`config.mk`:
```
export PLATFORM = sky130hd
export DESIGN_NAME = sample_iter_ctrl
export DESIGN_NICKNAME = d
export VERILOG_FILES = /design/src/rtl/sample_iter_ctrl_pkg.sv /design/src/rtl/sample_step_dec.sv /design/src/rtl/sample_iter_ctrl.sv
export SDC_FILE = /design/constraint.sdc
export NUM_CORES = 2
export LEC_CHECK = 0
export BUFFER_PORTS_ARGS = -buffer_cell sky130_fd_sc_hd__buf_2
export CORE_AREA = 3 3 345 347
export CTS_CLUSTER_DIAMETER = 30
export DETAILED_ROUTE_END_ITERATION = 16
export DIE_AREA = 0 0 348 350
export GPL_ROUTABILITY_DRIVEN = 0
export PLACE_DENSITY_LB_ADDON = 0.2
export SLEW_MARGIN = 20
export SYNTH_ARGS = -nofsm -noshare
export SYNTH_HDL_FRONTEND = slang
export SYNTH_SLANG_ARGS = --single-unit
export TNS_END_PERCENT = 20
```
`constraint.sdc`:
```
create_clock -name clk -period 21.8 [get_ports clk]
set_clock_uncertainty 0.1 [all_clocks]
set_input_delay 1.09 -clock clk [delete_from_list [all_inputs] [get_ports clk]]
set_output_delay 1.09 -clock clk [all_outputs]
set_load 0.01 [all_outputs]
```
`src/rtl/sample_iter_ctrl_pkg.sv`:
```
// Shared constants and FSM state type for the sample iteration stage.
package sample_iter_ctrl_pkg;

   localparam int unsigned SIGFIG = 24;
   localparam int unsigned RADIX  = 10;
   localparam int unsigned VERTS  = 3;
   localparam int unsigned AXIS   = 3;
   localparam int unsigned COLORS = 3;
   localparam int unsigned SAMPS  = 4;

   // Step is one pixel (2**RADIX) shifted right by these amounts per MSAA mode
   localparam int unsigned SHIFT_MSAA1  = 0;
   localparam int unsigned SHIFT_MSAA4  = 1;
   localparam int unsigned SHIFT_MSAA16 = 2;
   localparam int unsigned SHIFT_MSAA64 = 3;

   typedef enum logic {
      WAIT = 1'b0,
      TEST = 1'b1
   } state_e;

endpackage

```
`src/rtl/sample_step_dec.sv`:
```
// One-hot subsample select to sample step and low-bit clearing mask.
module sample_step_dec #(
   parameter int unsigned SIGFIG = sample_iter_ctrl_pkg::SIGFIG,
   parameter int unsigned RADIX  = sample_iter_ctrl_pkg::RADIX
) (
   input  logic [3:0]        subSample_i,
   output logic [SIGFIG-1:0] step_o,
   output logic [SIGFIG-1:0] mask_o
);
   import sample_iter_ctrl_pkg::*;

   // Highest set bit wins; an empty select falls back to one sample per pixel
   always_comb begin
      step_o = SIGFIG'(1) << (RADIX - SHIFT_MSAA1);
      if (subSample_i[3])      step_o = SIGFIG'(1) << (RADIX - SHIFT_MSAA1);
      else if (subSample_i[2]) step_o = SIGFIG'(1) << (RADIX - SHIFT_MSAA4);
      else if (subSample_i[1]) step_o = SIGFIG'(1) << (RADIX - SHIFT_MSAA16);
      else if (subSample_i[0]) step_o = SIGFIG'(1) << (RADIX - SHIFT_MSAA64);
      mask_o = ~(step_o - SIGFIG'(1));
   end

endmodule

```
`src/rtl/sample_iter_ctrl.sv`:
```
// Walks a triangle's bounding box on the sample grid, SAMPS samples per cycle.
module sample_iter_ctrl #(
   parameter int unsigned SIGFIG = sample_iter_ctrl_pkg::SIGFIG,
   parameter int unsigned RADIX  = sample_iter_ctrl_pkg::RADIX,
   parameter int unsigned VERTS  = sample_iter_ctrl_pkg::VERTS,
   parameter int unsigned AXIS   = sample_iter_ctrl_pkg::AXIS,
   parameter int unsigned COLORS = sample_iter_ctrl_pkg::COLORS,
   parameter int unsigned SAMPS  = sample_iter_ctrl_pkg::SAMPS
) (
   input  logic                                  clk,
   input  logic                                  rst,
   input  logic [VERTS-1:0][AXIS-1:0][SIGFIG-1:0] tri_R13S,
   input  logic [COLORS-1:0][SIGFIG-1:0]          color_R13U,
   input  logic [1:0][1:0][SIGFIG-1:0]            box_R13S,
   input  logic                                  validTri_R13H,
   input  logic [3:0]                            subSample_RnnnnU,
   output logic                                  halt_RnnnnL,
   output logic [VERTS-1:0][AXIS-1:0][SIGFIG-1:0] tri_R14S,
   output logic [COLORS-1:0][SIGFIG-1:0]          color_R14U,
   output logic [1:0][SAMPS-1:0][SIGFIG-1:0]      sample_R14S,
   output logic [SAMPS-1:0]                      validSamp_R14H
);
   import sample_iter_ctrl_pkg::*;

   state_e                                state_q, state_d;
   logic [SIGFIG-1:0]                     step_q, step_d, dec_step, dec_mask;
   logic signed [SIGFIG-1:0]              llx_q, llx_d, urx_q, urx_d, ury_q, ury_d;
   logic signed [SIGFIG-1:0]              cx_q, cx_d, cy_q, cy_d, span;
   logic                                  halt_q, halt_d;
   logic [VERTS-1:0][AXIS-1:0][SIGFIG-1:0] tri_q, tri_d;
   logic [COLORS-1:0][SIGFIG-1:0]          color_q, color_d;
   logic [1:0][SAMPS-1:0][SIGFIG-1:0]      samp_q, samp_d;
   logic [SAMPS-1:0]                      valid_q, valid_d;
   logic                                  emit;

   sample_step_dec #(
      .SIGFIG(SIGFIG),
      .RADIX (RADIX)
   ) u_step_dec (
      .subSample_i(subSample_RnnnnU),
      .step_o     (dec_step),
      .mask_o     (dec_mask)
   );

   assign span = $signed(SIGFIG'(SAMPS) * step_q);

   // Cursor names the group being presented; outputs are loaded from the next cursor
   always_comb begin
      state_d = state_q;
      step_d  = step_q;
      llx_d   = llx_q;
      urx_d   = urx_q;
      ury_d   = ury_q;
      cx_d    = cx_q;
      cy_d    = cy_q;
      tri_d   = tri_q;
      color_d = color_q;
      samp_d  = samp_q;
      valid_d = '0;
      emit    = 1'b0;

      unique case (state_q)
         WAIT: begin
            if (validTri_R13H) begin
               state_d = TEST;
               step_d  = dec_step;
               llx_d   = $signed(box_R13S[0][0] & dec_mask);
               cy_d    = $signed(box_R13S[0][1] & dec_mask);
               urx_d   = $signed(box_R13S[1][0] & dec_mask);
               ury_d   = $signed(box_R13S[1][1] & dec_mask);
               cx_d    = llx_d;
               tri_d   = tri_R13S;
               color_d = color_R13U;
               emit    = 1'b1;
            end
         end
         TEST: begin
            if (cx_q + span <= urx_q) begin
               cx_d = cx_q + span;
               emit = 1'b1;
            end else begin
               cx_d = llx_q;
               cy_d = cy_q + $signed(step_q);
               if (cy_d > ury_q) state_d = WAIT;
               else              emit    = 1'b1;
            end
         end
         default: state_d = WAIT;
      endcase

      if (emit) begin
         for (int j = 0; j < int'(SAMPS); j++) begin
            samp_d[0][j] = cx_d + $signed(SIGFIG'(j) * step_d);
            samp_d[1][j] = cy_d;
            valid_d[j]   = $signed(samp_d[0][j]) <= urx_d;
         end
      end

      halt_d = (state_d == WAIT);
   end

   always_ff @(posedge clk or posedge rst) begin
      if (rst) begin
         state_q <= WAIT;
         step_q  <= '0;
         llx_q   <= '0;
         urx_q   <= '0;
         ury_q   <= '0;
         cx_q    <= '0;
         cy_q    <= '0;
         halt_q  <= 1'b1;
         tri_q   <= '0;
         color_q <= '0;
         samp_q  <= '0;
         valid_q <= '0;
      end else begin
         state_q <= state_d;
         step_q  <= step_d;
         llx_q   <= llx_d;
         urx_q   <= urx_d;
         ury_q   <= ury_d;
         cx_q    <= cx_d;
         cy_q    <= cy_d;
         halt_q  <= halt_d;
         tri_q   <= tri_d;
         color_q <= color_d;
         samp_q  <= samp_d;
         valid_q <= valid_d;
      end
   end

   assign halt_RnnnnL    = halt_q;
   assign tri_R14S       = tri_q;
   assign color_R14U     = color_q;
   assign sample_R14S    = samp_q;
   assign validSamp_R14H = valid_q;

endmodule

```
==> impl_table.tex <==
\begin{tabular}{lr}
\hline
Metric & Value \\
\hline
\multicolumn{2}{l}{\textbf{Timing}} \\
\quad Finish-stage setup viols & 0 \\
\quad Transition time at the pin with the least slew margin & 1130 ps \\
\quad Tcrit/Tclk final & 0.553 \\
\quad Final hold slack & 303 ps \\
\quad Worst slew slack as a fraction of its limit & 0.247 \\
\quad Unrepaired setup endpoints after global routing & false \\
\quad Highest achievable clock rate & 83.0 MHz \\
\quad Final setup TNS & 0 ps \\
\quad Final Hold Fails & 0 \\
\quad Max-slew violation total from the final report & 0 \\
\quad Period minus WS final & 12,050 ps \\
\multicolumn{2}{l}{\textbf{Worst setup path}} \\
\quad Worst path slowest cell & sky130\_fd\_sc\_hd\_\_a222oi\_1 \\
\quad Crit Path Max Fanout & 27 \\
\quad Crit Path Category & reg -> reg \\
\quad Slowest stage delay, CP & 780 ps \\
\quad CP Capture Type & flop \\
\quad Endpoint required time on the critical path & 22,340 ps \\
\quad Most repeated library cell on the critical path & sky130\_fd\_sc\_hd\_\_a21oi\_1 \\
\quad Startpoint Class & flop \\
\quad Worst endpoint data arrival time & 12,590 ps \\
\multicolumn{2}{l}{\textbf{Yosys}} \\
\quad Post-synthesis average cell area & 9.09 sq um \\
\quad Top cell types by occurrence after synthesis & 1,072 x sky130\_fd\_sc\_hd\_\_nand2\_1, 541 x sky130\_fd\_sc\_hd\_\_dfrtp\_1, 248 x sky130\_fd\_sc\_hd\_\_ha\_1 \\
\quad Number of nets in the synthesized netlist & 3,985 \\
\quad Post-synth ARST share & 1.00 \\
\quad Synth area leader & sky130\_fd\_sc\_hd\_\_dfrtp\_1 \\
\quad Number of warnings printed during yosys synthesis & 0 \\
\quad Most used standard cell by instance count after synthesis & sky130\_fd\_sc\_hd\_\_nand2\_1 \\
\quad Biggest area contributors in the synthesized netlist & sky130\_fd\_sc\_hd\_\_dfrtp\_1 45\%, sky130\_fd\_sc\_hd\_\_nand2\_1 13\%, sky130\_fd\_sc\_hd\_\_ha\_1 10\%, sky130\_fd\_sc\_hd\_\_mux2\_2 2.9\%, sky130\_fd\_sc\_hd\_\_xnor2\_1 2.1\% \\
\quad Sequential fraction of the synthesis area & 0.449 \\
\quad Register bit total from synthesis & 542 \\
\quad Post-synth EDFFs & 0 \\
\quad Yosys top cell area share & 0.449 \\
\quad Mapped Cells & 3,320 \\
\quad Area of the mapped netlist & 30,200 sq um \\
\quad Count of different cell masters after synthesis & 91 \\
\quad Top flip-flop cell by instance count after synthesis & sky130\_fd\_sc\_hd\_\_dfrtp\_1 \\
\multicolumn{2}{l}{\textbf{CTS}} \\
\quad Clock buffer count from CTS & 149 \\
\quad Clock Tree Root & sky130\_fd\_sc\_hd\_\_clkbuf\_16 \\
\quad Clock sink total & 542 \\
\quad Number of H-tree levels & 4 \\
\quad Post-CTS clock slew at the launch and capture registers of the worst setup and hold paths & 40 ps \\
\quad Source-to-sink clock delay at the later pin of the worst-skew pair & 760 ps \\
\quad Number of setup buffers added after CTS & 0 \\
\quad Post-cts hold buffer count & 0 \\
\quad Number of cells upsized or downsized after cts & 0 \\
\quad Maximum clock insertion buffer count & 3 \\
\quad Clock tree from TritonCTS & yes \\
\multicolumn{2}{l}{\textbf{Global routing}} \\
\quad Total GRT Usage & 0.215 \\
\quad Global-route wire length before repair & 190 mm \\
\quad Number of global-route vias before repair & 26,600 \\
\quad GRT Residual Overflow & 0 \\
\quad Maximum number of pins on one net before global-route repair & 210 \\
\quad Number of antenna violations at the first check in global routing & 62 \\
\multicolumn{2}{l}{\textbf{Power}} \\
\quad Total power consumption of the routed design & 0.00773 W \\
\quad Static Leakage & 22.3 nW \\
\quad Total power divided by cell area & 189 nW/um\^{}2 \\
\quad Peak VDD IR & 0.0997 mV \\
\multicolumn{2}{l}{\textbf{Routing}} \\
\quad First-iteration detailed-routing DRC count & 1,980 \\
\quad Detailed-route DRC error count & 0 \\
\quad Wirelength, routed & 135 mm \\
\quad First drt pass iteration count & 5 \\
\quad Via-to-Cell Ratio & 4.64 \\
\quad Number of nets with antenna violations after routing & 0 \\
\quad Vias & 27,000 \\
\quad WL per Instance & 23.1 um \\
\multicolumn{2}{l}{\textbf{Placed design}} \\
\quad Cell area after placement & 35,600 sq um \\
\quad Number of placed cells counting well taps & 5,535 \\
\quad Detailed placer's ending HPWL & 107 mm \\
\quad Number of port buffers & 847 \\
\multicolumn{2}{l}{\textbf{Die}} \\
\quad Top-level I/O count & 876 \\
\quad Total Die Area & 122,000 sq um \\
\quad Floorplan die width & 348 um \\
\quad Placeable core region & 116,000 sq um \\
\quad \# rows & 125 \\
\quad Effective utilization at floorplan & 0.260 \\
\quad Die extent in y & 350 um \\
\multicolumn{2}{l}{\textbf{Final layout}} \\
\quad Count of fill cells added during filler insertion & 12,200 \\
\quad Post-route cell area & 40,800 sq um \\
\quad Post-layout nets & 4,827 \\
\quad Number of cells in the finished layout apart from fillers & 5,822 \\
\quad Area Overhead vs Synth & 35.2\% \\
\quad Share of post-route cells with drive strength above 1 & 0.292 \\
\multicolumn{2}{l}{\textbf{Outcome}} \\
\quad Status & complete, no violations \\
\multicolumn{2}{l}{\textbf{Flow run}} \\
\quad Max-capacitance violation count & 0 \\
\multicolumn{2}{l}{\textbf{Worst hold path}} \\
\quad Worst min path class & in -> async \\
\hline
\end{tabular}
-- worst max-delay path: cells and delay by family, from the launching register on --
kind / cells / cell delay [ps]
buffers and inverters: 3 / 660
xor gates and xnor gates: 2 / 330
muxes: 2 / 770
AOI/OAI and AO/OA: 20 / 4860
and+or+nand+nor: 11 / 2740
adders and majority gates: 5 / 1940
DFF: 1 / 530
-- cells by family (layout without fill, tap and decap cells) --
logic type               Yosys count  after routing  synth area share
AO/OA/AOI/OAI                    478            478             0.105
other                              0             18                 0
XOR/XNOR                          99             99            0.0290
multiplexers                      95             95            0.0352
buffers and inverters            361           1321            0.0551
adder cells (fa/ha/maj)          274            274             0.120
AND/OR/NAND/NOR                 1471           1471             0.206
flip-flops                       542            542             0.449
-- registers in the layout, indices dropped and copies added (netlist names) --
signal,flops
ury_q,17
state_q,1
cy_q,24
sample_R14S,118
step_q,24
halt_RnnnnL,1
tri_R14S,216
urx_q,24
color_R14U,72
llx_q,17
cx_q,24
validSamp_R14H,4
-- layout by cell type, fill, tap and decap left out, types with 11 or more instances in the layout --
cell	netlist	final
sky130_fd_sc_hd__a211oi_1	18	18
sky130_fd_sc_hd__a21o_1	72	72
sky130_fd_sc_hd__a21oi_1	122	122
sky130_fd_sc_hd__a22o_1	11	11
sky130_fd_sc_hd__a31oi_1	21	21
sky130_fd_sc_hd__and2_1	36	36
sky130_fd_sc_hd__and3_1	19	19
sky130_fd_sc_hd__buf_2	13	847
sky130_fd_sc_hd__buf_4	76	34
sky130_fd_sc_hd__bufinv_16	0	13
sky130_fd_sc_hd__clkbuf_1	94	29
sky130_fd_sc_hd__clkbuf_16	0	149
sky130_fd_sc_hd__clkbuf_8	0	23
sky130_fd_sc_hd__clkinv_2	0	31
sky130_fd_sc_hd__dfrtp_1	541	540
sky130_fd_sc_hd__diode_2	0	18
sky130_fd_sc_hd__fa_1	26	26
sky130_fd_sc_hd__ha_1	248	248
sky130_fd_sc_hd__inv_1	166	165
sky130_fd_sc_hd__mux2_2	79	79
sky130_fd_sc_hd__mux2i_1	13	13
sky130_fd_sc_hd__nand2_1	1072	1071
sky130_fd_sc_hd__nand2b_1	24	24
sky130_fd_sc_hd__nand3_1	57	57
sky130_fd_sc_hd__nand4_1	32	32
sky130_fd_sc_hd__nor2_1	107	105
sky130_fd_sc_hd__nor2b_1	43	43
sky130_fd_sc_hd__nor3_1	29	29
sky130_fd_sc_hd__o21a_1	28	28
sky130_fd_sc_hd__o21ai_0	106	106
sky130_fd_sc_hd__xnor2_1	72	72
sky130_fd_sc_hd__xor2_1	26	26
-- per-layer routing --
| metal | part of all wire | global-route usage | routed length (um) | up-vias |
|---|---|---|---|---|
| li1 | - | - | - | 12800 |
| met1 | 0.44 | 0.287 | 59600 | 12900 |
| met2 | 0.43 | 0.314 | 57800 | 1045 |
| met3 | 0.10 | 0.0891 | 13700 | 229 |
| met4 | 0.025 | 0.0687 | 3440 | 34 |
| met5 | 0.0017 | 0 | 225 | - |
-- power breakdown --
part	switching (W)	total [W]	internal [W]
combinational	0.00237	0.00379	0.00142
sequential	0.000281	0.00172	0.00144
clock	0.000715	0.00221	0.00149
-- final cells by class --
type | instances | area (sq um) | share of cell area
Clock buffer | 201 | 4150 | 0.102
Multi-Input combinational cell | 2417 | 15000 | 0.367
Clock inverter | 68 | 983 | 0.0241
Antenna cell | 18 | 45.0 | 0.00110
Tap cell | 1524 | 1910 | 0.0467
Sequential cell | 542 | 13600 | 0.332
Timing Repair Buffer | 884 | 4550 | 0.111
Inverter | 168 | 638 | 0.0156
-- stage by stage --
| stage | setup slack (ps) | util |
|---|---|---|
| detailed placement | 9680 | 0.307 |
| finish | 9750 | 0.351 |
| global route | 8960 | 0.351 |
| CTS | 9610 | 0.351 |
| global placement | 9770 | 0.307 |
| floorplan | 5460 | - |
-- final timing paths --
check | cells after the start | slack, ps | start | end
max | 43 | 9750 | step_q[1] | validSamp_R14H[3]
min | 2 | 300 | rst | tri_R14S[6]
max reg2reg | 43 | 9750 | step_q[1] | validSamp_R14H[3]
min reg2reg | 2 | 360 | tri_R14S[133] | tri_R14S[133]
max in group asynchronous | 5 | 18420 | rst | sample_R14S[170]
min in group clk | 2 | 360 | tri_R14S[133] | tri_R14S[133]
No activity file was read; power rests on OpenSTA's default activity.
